<file path="src/rtl/sync_fifo_stage.sv">
// sync_fifo_stage: synchronous FIFO that buffers data words ahead of a
// downstream D register. Rd_Data is registered and feeds that register
// directly. Every rejected push or pop is reported as a one-cycle pulse.
module sync_fifo_stage #(
    parameter int WIDTH = 4,
    parameter int DEPTH = 4
) (
    input  logic                       Clk,
    input  logic                       Rst,
    input  logic                       Wr_En,
    input  logic [WIDTH-1:0]           Wr_Data,
    input  logic                       Rd_En,
    output logic [WIDTH-1:0]           Rd_Data,
    output logic                       Rd_Valid,
    output logic                       Full,
    output logic                       Empty,
    output logic [$clog2(DEPTH+1)-1:0] Count,
    output logic                       Overflow,
    output logic                       Underflow
);

    localparam int AW = $clog2(DEPTH);
    localparam int CW = $clog2(DEPTH+1);
    localparam logic [CW-1:0] DEPTH_C = CW'(DEPTH);

    // Handshake: a push is taken on an edge iff Wr_En && !Full, and a pop iff
    // Rd_En && !Empty, both judged on the state before that edge. A taken pop
    // loads Rd_Data at the edge and raises Rd_Valid for exactly the following
    // cycle. A refused request is not held or retried; it only produces an
    // Overflow/Underflow pulse in the following cycle.

    logic [WIDTH-1:0] mem [DEPTH];
    logic [AW-1:0]    wptr;
    logic [AW-1:0]    rptr;
    logic [CW-1:0]    count_nxt;
    logic             push_ok;
    logic             pop_ok;

    assign push_ok = Wr_En && !Full;
    assign pop_ok  = Rd_En && !Empty;

    // Next occupancy: simultaneous push and pop (or neither) leaves it unchanged.
    always_comb begin
        count_nxt = Count;
        if (push_ok && !pop_ok) begin
            count_nxt = Count + CW'(1);
        end else if (pop_ok && !push_ok) begin
            count_nxt = Count - CW'(1);
        end
    end

    // Storage array; never cleared, reset only discards it via the pointers.
    always_ff @(posedge Clk) begin
        if (!Rst && push_ok) begin
            mem[wptr] <= Wr_Data;
        end
    end

    // Pointers, registered read port, occupancy flags and error pulses.
    always_ff @(posedge Clk) begin
        if (Rst) begin
            wptr      <= '0;
            rptr      <= '0;
            Rd_Data   <= '0;
            Rd_Valid  <= 1'b0;
            Count     <= '0;
            Full      <= 1'b0;
            Empty     <= 1'b1;
            Overflow  <= 1'b0;
            Underflow <= 1'b0;
        end else begin
            if (push_ok) begin
                wptr <= wptr + AW'(1);
            end
            if (pop_ok) begin
                rptr    <= rptr + AW'(1);
                Rd_Data <= mem[rptr];
            end
            Rd_Valid  <= pop_ok;
            Count     <= count_nxt;
            Full      <= (count_nxt == DEPTH_C);
            Empty     <= (count_nxt == '0);
            Overflow  <= Wr_En && Full;
            Underflow <= Rd_En && Empty;
        end
    end

endmodule

</file>
<file path="config.mk">
export PLATFORM = sky130hd
export DESIGN_NAME = sync_fifo_stage
export DESIGN_NICKNAME = d
export VERILOG_FILES = /design/src/rtl/sync_fifo_stage.sv
export SDC_FILE = /design/constraint.sdc
export NUM_CORES = 1
export LEC_CHECK = 0
export BUFFER_PORTS_ARGS = -buffer_cell sky130_fd_sc_hd__clkbuf_2
export CAP_MARGIN = 20
export CORE_MARGIN = 8
export CORE_UTILIZATION = 55
export CTS_BUF_LIST = sky130_fd_sc_hd__clkbuf_8 sky130_fd_sc_hd__clkbuf_16
export CTS_CLUSTER_SIZE = 24
export DETAILED_ROUTE_END_ITERATION = 12
export GPL_TIMING_DRIVEN = 0
export PLACE_DENSITY_LB_ADDON = 0.08
export SYNTH_ARGS = -nofsm -noshare
export SYNTH_HDL_FRONTEND = slang
export SYNTH_SLANG_ARGS = --single-unit
export TNS_END_PERCENT = 5
</file>
<file path="constraint.sdc">
create_clock -name Clk -period 1.6 [get_ports Clk]
set_input_delay 0.32 -clock Clk [delete_from_list [all_inputs] [get_ports Clk]]
set_output_delay 0.32 -clock Clk [all_outputs]
set_load 0.005 [all_outputs]
</file>
### Yosys cells after proc, flatten, opt, wreduce, memory -nomap -nowiden

Memories as Yosys holds them, arrays and structs flattened. A register that Yosys moved wholly into a read port is not among the register bits.
Cells that the tools add are included.
Widths: inputs -> output; s select.

| operators by class | value |
|---|---|
| $add $sub $neg | 4 |
| multiply operators | 0 |
| div/mod/pow operators | 0 |
| magnitude comparators | 0 |
| equality and inequality tests | 1 |
| shift operators | 0 |
| muxes and demuxes | 4 |
| bitwise operators | 0 |
| reduce and logical (&&, ||, !) cells | 13 |

Operators with widths:

| operator | number |
|---|---|
| $logic_and 1x1->1 | 7 |
| $mux 3 | 2 |
| $logic_not 1->1 | 5 |
| $add 2x1->2 const B | 2 |
| $add 3x1->3 const B | 1 |
| $eq 3x3->1 const B | 1 |
| $logic_not 3->1 | 1 |
| $sub 3x1->3 const B | 1 |
| $mux 1 | 2 |

| word-level totals | value |
|---|---|
| register bits after elaboration | 12 |
| bits in latches | 0 |
| RAM bits | 16 |
| bits in read-only memories | 0 |
| output and inout bits | 12 |
| memories | 1 |

Memory list:

| name | depth | bits a word | rd ports | clocked after Yosys merged registers in | write ports | line | text |
|---|---|---|---|---|---|---|---|
| mem | 4 | 4 | 1 | 1 | 1 | 32 | `logic [WIDTH-1:0] mem [DEPTH];` |

### Logic depth before layout (Yosys ltp)

| logic depth | value |
|---|---|
| depth after elaboration | 7 |
| mapped depth | 6 |
| depth with buffers taken out | 6 |

### Least setup slack after synthesis

OpenSTA, ideal clock, no wires.

| timing path | value |
|---|---|
| kind | flip-flop to flip-flop |
| start | register Count[0] |
| end | register Empty |
| arrival time | 1,254 ps |
| data required time | 1,472 ps |
| slack | 218 ps |
| stages on the path, launching flop included | 7 |
| path buffers | 0 |
| period minus slack after synthesis | 1,382 ps |
| cell sequence | dfxtp_1 > inv_1 > ha_1 > nand2_1 > nor3_2 > a221oi_2 > o31ai_2 |

| on the way | value |
|---|---|
| cells in the longest elaborated chain, start to end | 4 |

Ends and longest elaborated chain:

| element | line | text |
|---|---|---|
| start: declaration | 17 | `output logic [$clog2(DEPTH+1)-1:0] Count,` |
| start signal: assignment | 80 | `Count <= count_nxt;` |
| $sub 3x1->3 | 48 | `count_nxt = Count - CW'(1);` |
| $mux 3 | 47 | `end else if (pop_ok && !push_ok) begin` |
| $mux 3 (*) | 45 | `if (push_ok && !pop_ok) begin` |
| $logic_not 3->1 (*) | 82 | `Empty <= (count_nxt == '0);` |
| end signal: assignment | 82 |  |
| end: declaration | 16 | `output logic Empty,` |

Every way passes the cells marked *; elsewhere a longest branch is shown, timed or not.
A chain may end at the register's enable or synchronous reset.

### Worst setup path in the final report

| timing path | value |
|---|---|
| start | register Count[1] |
| end | register Empty |

Same word-level chain as after synthesis.

==> impl_metrics.py <==
metrics = {
    "outcome": {
        "outcome": "finished, final reports clean",
    },
    "synthesis": {
        "synthCells": 113,
        "ys_seq_elements": 32,
        "ys_seq_area_frac": 0.572,
        "synth.avg_cell_area_um2": 12.4,
        "async_flop_share": 0,
        "synth_cell_types": 28,
        "synth_ff_type": "edfxtp_1",
        "synth_nets": 127,
        "synth.largest_area_cell": "edfxtp_1",
        "ys_warn_count": 0,
        "synthTopCellsByArea": "edfxtp_1 34%, dfxtp_1 23%, mux4_2 6.4%",
        "syn_area_mm2": 0.00140,
        "yosys.area.top_type_share": 0.343,
        "synth_edf_count": 16,
    },
    "sta": {
        "fin_tns_setup_ns": 0,
        "slew_headroom": 0.698,
        "slew_violations": 0,
        "finalSetupViolCount": 0,
        "holdWs_ns": 0.267,
        "grt_setup_unrepaired": "false",
        "fin_crit_ns": 1.48,
        "fin_worst_skew_ns": 0.00906,
        "tightest_slew_ns": 0.453,
        "hold_viol_final": 0,
        "finalCritPeriodShare": 0.925,
        "fmax_mhz": 676,
    },
    "drt": {
        "vias": 908,
        "dr.pass1.iters": 4,
        "drt_iter0_markers": 40,
        "antenna_left": 0,
        "remaining_drc_errors": 0,
        "routed_wl_mm": 2.45,
        "viasPerCell": 5.34,
        "wire_per_inst_um": 14.4,
    },
    "setup_path": {
        "cpMaxStageDelayCell": "dfxtp_1",
        "startpoint_type": "flop",
        "max_stage_delay_ns": 0.39,
        "path_max_fanout": 4,
        "worstPathCellList": "inv_1, ha_1, nor2_1, a221oi_2, o31ai_2",
        "r2r_end": "Empty",
        "cp.required_ns": 1.76,
        "crit_start": "Count[1]",
        "endpoint": "Empty",
        "cp_data_arrival_time_ns": 1.64,
        "rr_worst_depth": 5,
        "crit_type": "reg -> reg",
        "reg2reg_setup_slack_ns": 0.12,
        "cp-end-kind": "flop",
        "worstReg2RegStart": "Count[1]",
    },
    "floorplan": {
        "die_height_um": 66.5,
        "die_w_um": 66.5,
        "std_cell_rows": 18,
        "io_pins": 20,
        "initial_core_util": 0.570,
        "dieArea_mm2": 0.00442,
        "core_area_mm2": 0.00245,
    },
    "global_route": {
        "grt_overflow": 0,
        "antenna_found_initial": 0,
        "grt.total_usage": 0.125,
        "grt_pass1_wl_mm": 4.11,
        "grt_max_degree": 11,
        "grt_pass1_vias": 907,
    },
    "layout": {
        "layout.area.seq_um2": 802,
        "fillerInstances": 192,
        "multi_input_area_um2": 538,
        "fin_area_mm2": 0.00164,
        "postLayoutCoreUtil": 0.667,
        "nNetsFinal": 153,
        "final_cell_mix": "19 x clkbuf_2, 16 x edfxtp_1, 15 x dfxtp_1, 12 x nand2_1, 10 x a21oi_1",
        "final_common_cell": "clkbuf_2",
        "antenna_cells": 0,
        "drive_gt1_frac": 0.321,
        "area_growth_pct": 16.9,
    },
    "clocking": {
        "cts_tree": "done",
        "h-tree-depth": 2,
        "clk_pin_slew_ns": 0.07,
        "cts_setup_buffers": 0,
        "clk_latency_ns": 0.28,
        "root_buffer": "clkbuf_8",
        "cts_buffer_depth": 2,
        "cts_num_sinks": 32,
        "cts_made_buffers": 5,
    },
    "power_and_ir_drop": {
        "powerDensity_mw_per_mm2": 1410,
        "p_leak_nw": 0.661,
        "max-vdd-ir-drop_mv": 0.961,
        "power_mw": 2.30,
    },
    "worst_hold_path": {
        "hp-class": "in -> reg",
    },
    "flow_run": {
        "maxCapViolCount": 0,
    },
    "place": {
        "gp_congestion": 0.782,
        "port_buffers": 19,
        "dp_hpwl_mm": 1.87,
        "place_area_mm2": 0.00153,
    },
}
layer usage:
layer | up-vias | global-route usage | wire length (µm)
met3 | 3 | 0.0587 | 170
met1 | 430 | 0.135 | 1020
met2 | 28 | 0.209 | 1230
met5 | - | 0 | 0
met4 | 0 | 0.0480 | 28
li1 | 447 | - | -
cells by family (layout without fill, tap and decap cells):
family | count (synthesis) | in the layout | share of synthesized area
buffers and inverters | 11 | 38 | 0.0438
AND/OR/NAND/NOR | 41 | 41 | 0.169
multiplexers | 4 | 4 | 0.0643
adder cells (fa/ha/maj) | 6 | 6 | 0.0536
flip-flops | 32 | 32 | 0.572
AO/OA/AOI/OAI | 14 | 14 | 0.0661
XOR/XNOR | 5 | 5 | 0.0313
synthesized netlist by cell type, types with 4 or more instances:
master / count
mux4_2: 4
nor2_1: 9
dfxtp_1: 16
inv_1: 6
edfxtp_1: 16
nand2_1: 12
and3_1: 5
a21oi_1: 10
ha_1: 6
xnor2_1: 4
flip-flops by register name (all words and copies together), names as in the netlist:
signal     cells
Count          3
mem           16
Rd_Valid       1
Overflow       1
Underflow      1
Rd_Data        4
wptr           2
Full           1
rptr           2
Empty          1
how the worst min path moves through the flow:
stage | to | start | slack (ns) | cells past startpoint
3_3_place_gp | Rd_Data[3] | Rd_Data[3] | 0.44 | 2
5_1_grt | mem[1][2] | Wr_Data[2] | 0.26 | 1
3_5_place_dp | Rd_Data[1] | Rd_Data[1] | 0.45 | 2
4_1_cts | mem[3][2] | Wr_Data[2] | 0.26 | 1
2_1_floorplan | Full | Rst | 0.39 | 1
6_report | mem[3][2] | Wr_Data[2] | 0.27 | 1
area by class of cell:
class,count,area share
sequential,32,0.490
multi-input combinational,70,0.329
timing repair buffer,19,0.0581
clock buffer,6,0.0573
buffer,5,0.0237
tap,30,0.0229
inverter,6,0.0138
clock inverter,2,0.00535
through the flow:
step / std cells / setup slack [ns]
6_report: 170 / 0.120
3_3_place_gp: 162 / 0.142
3_5_place_dp: 162 / 0.0917
5_1_grt: 170 / 0.0244
2_1_floorplan: 113 / 0.218
4_1_cts: 170 / 0.0857
repair_timing:
item                       CTS  global route
hold buffers                 0             0
setup endpoints to repair    0             2
gates resized for setup      0             1
worst max-delay path: cells and delay by family, from the launching register on:
kind	cells	cell delay, ns
adders and majority gates	1	0.35
DFF	1	0.39
AOI/OAI and AO/OA	2	0.45
and+or+nand+nor	1	0.07
buffers and inverters	1	0.10
power by group:
part	switching, mW	leakage (nW)	internal, mW
logic	0.321	0.327	0.283
registers	0.0716	0.277	0.958
clock network	0.278	0.0575	0.392
No activity file was read; power rests on OpenSTA's default activity.
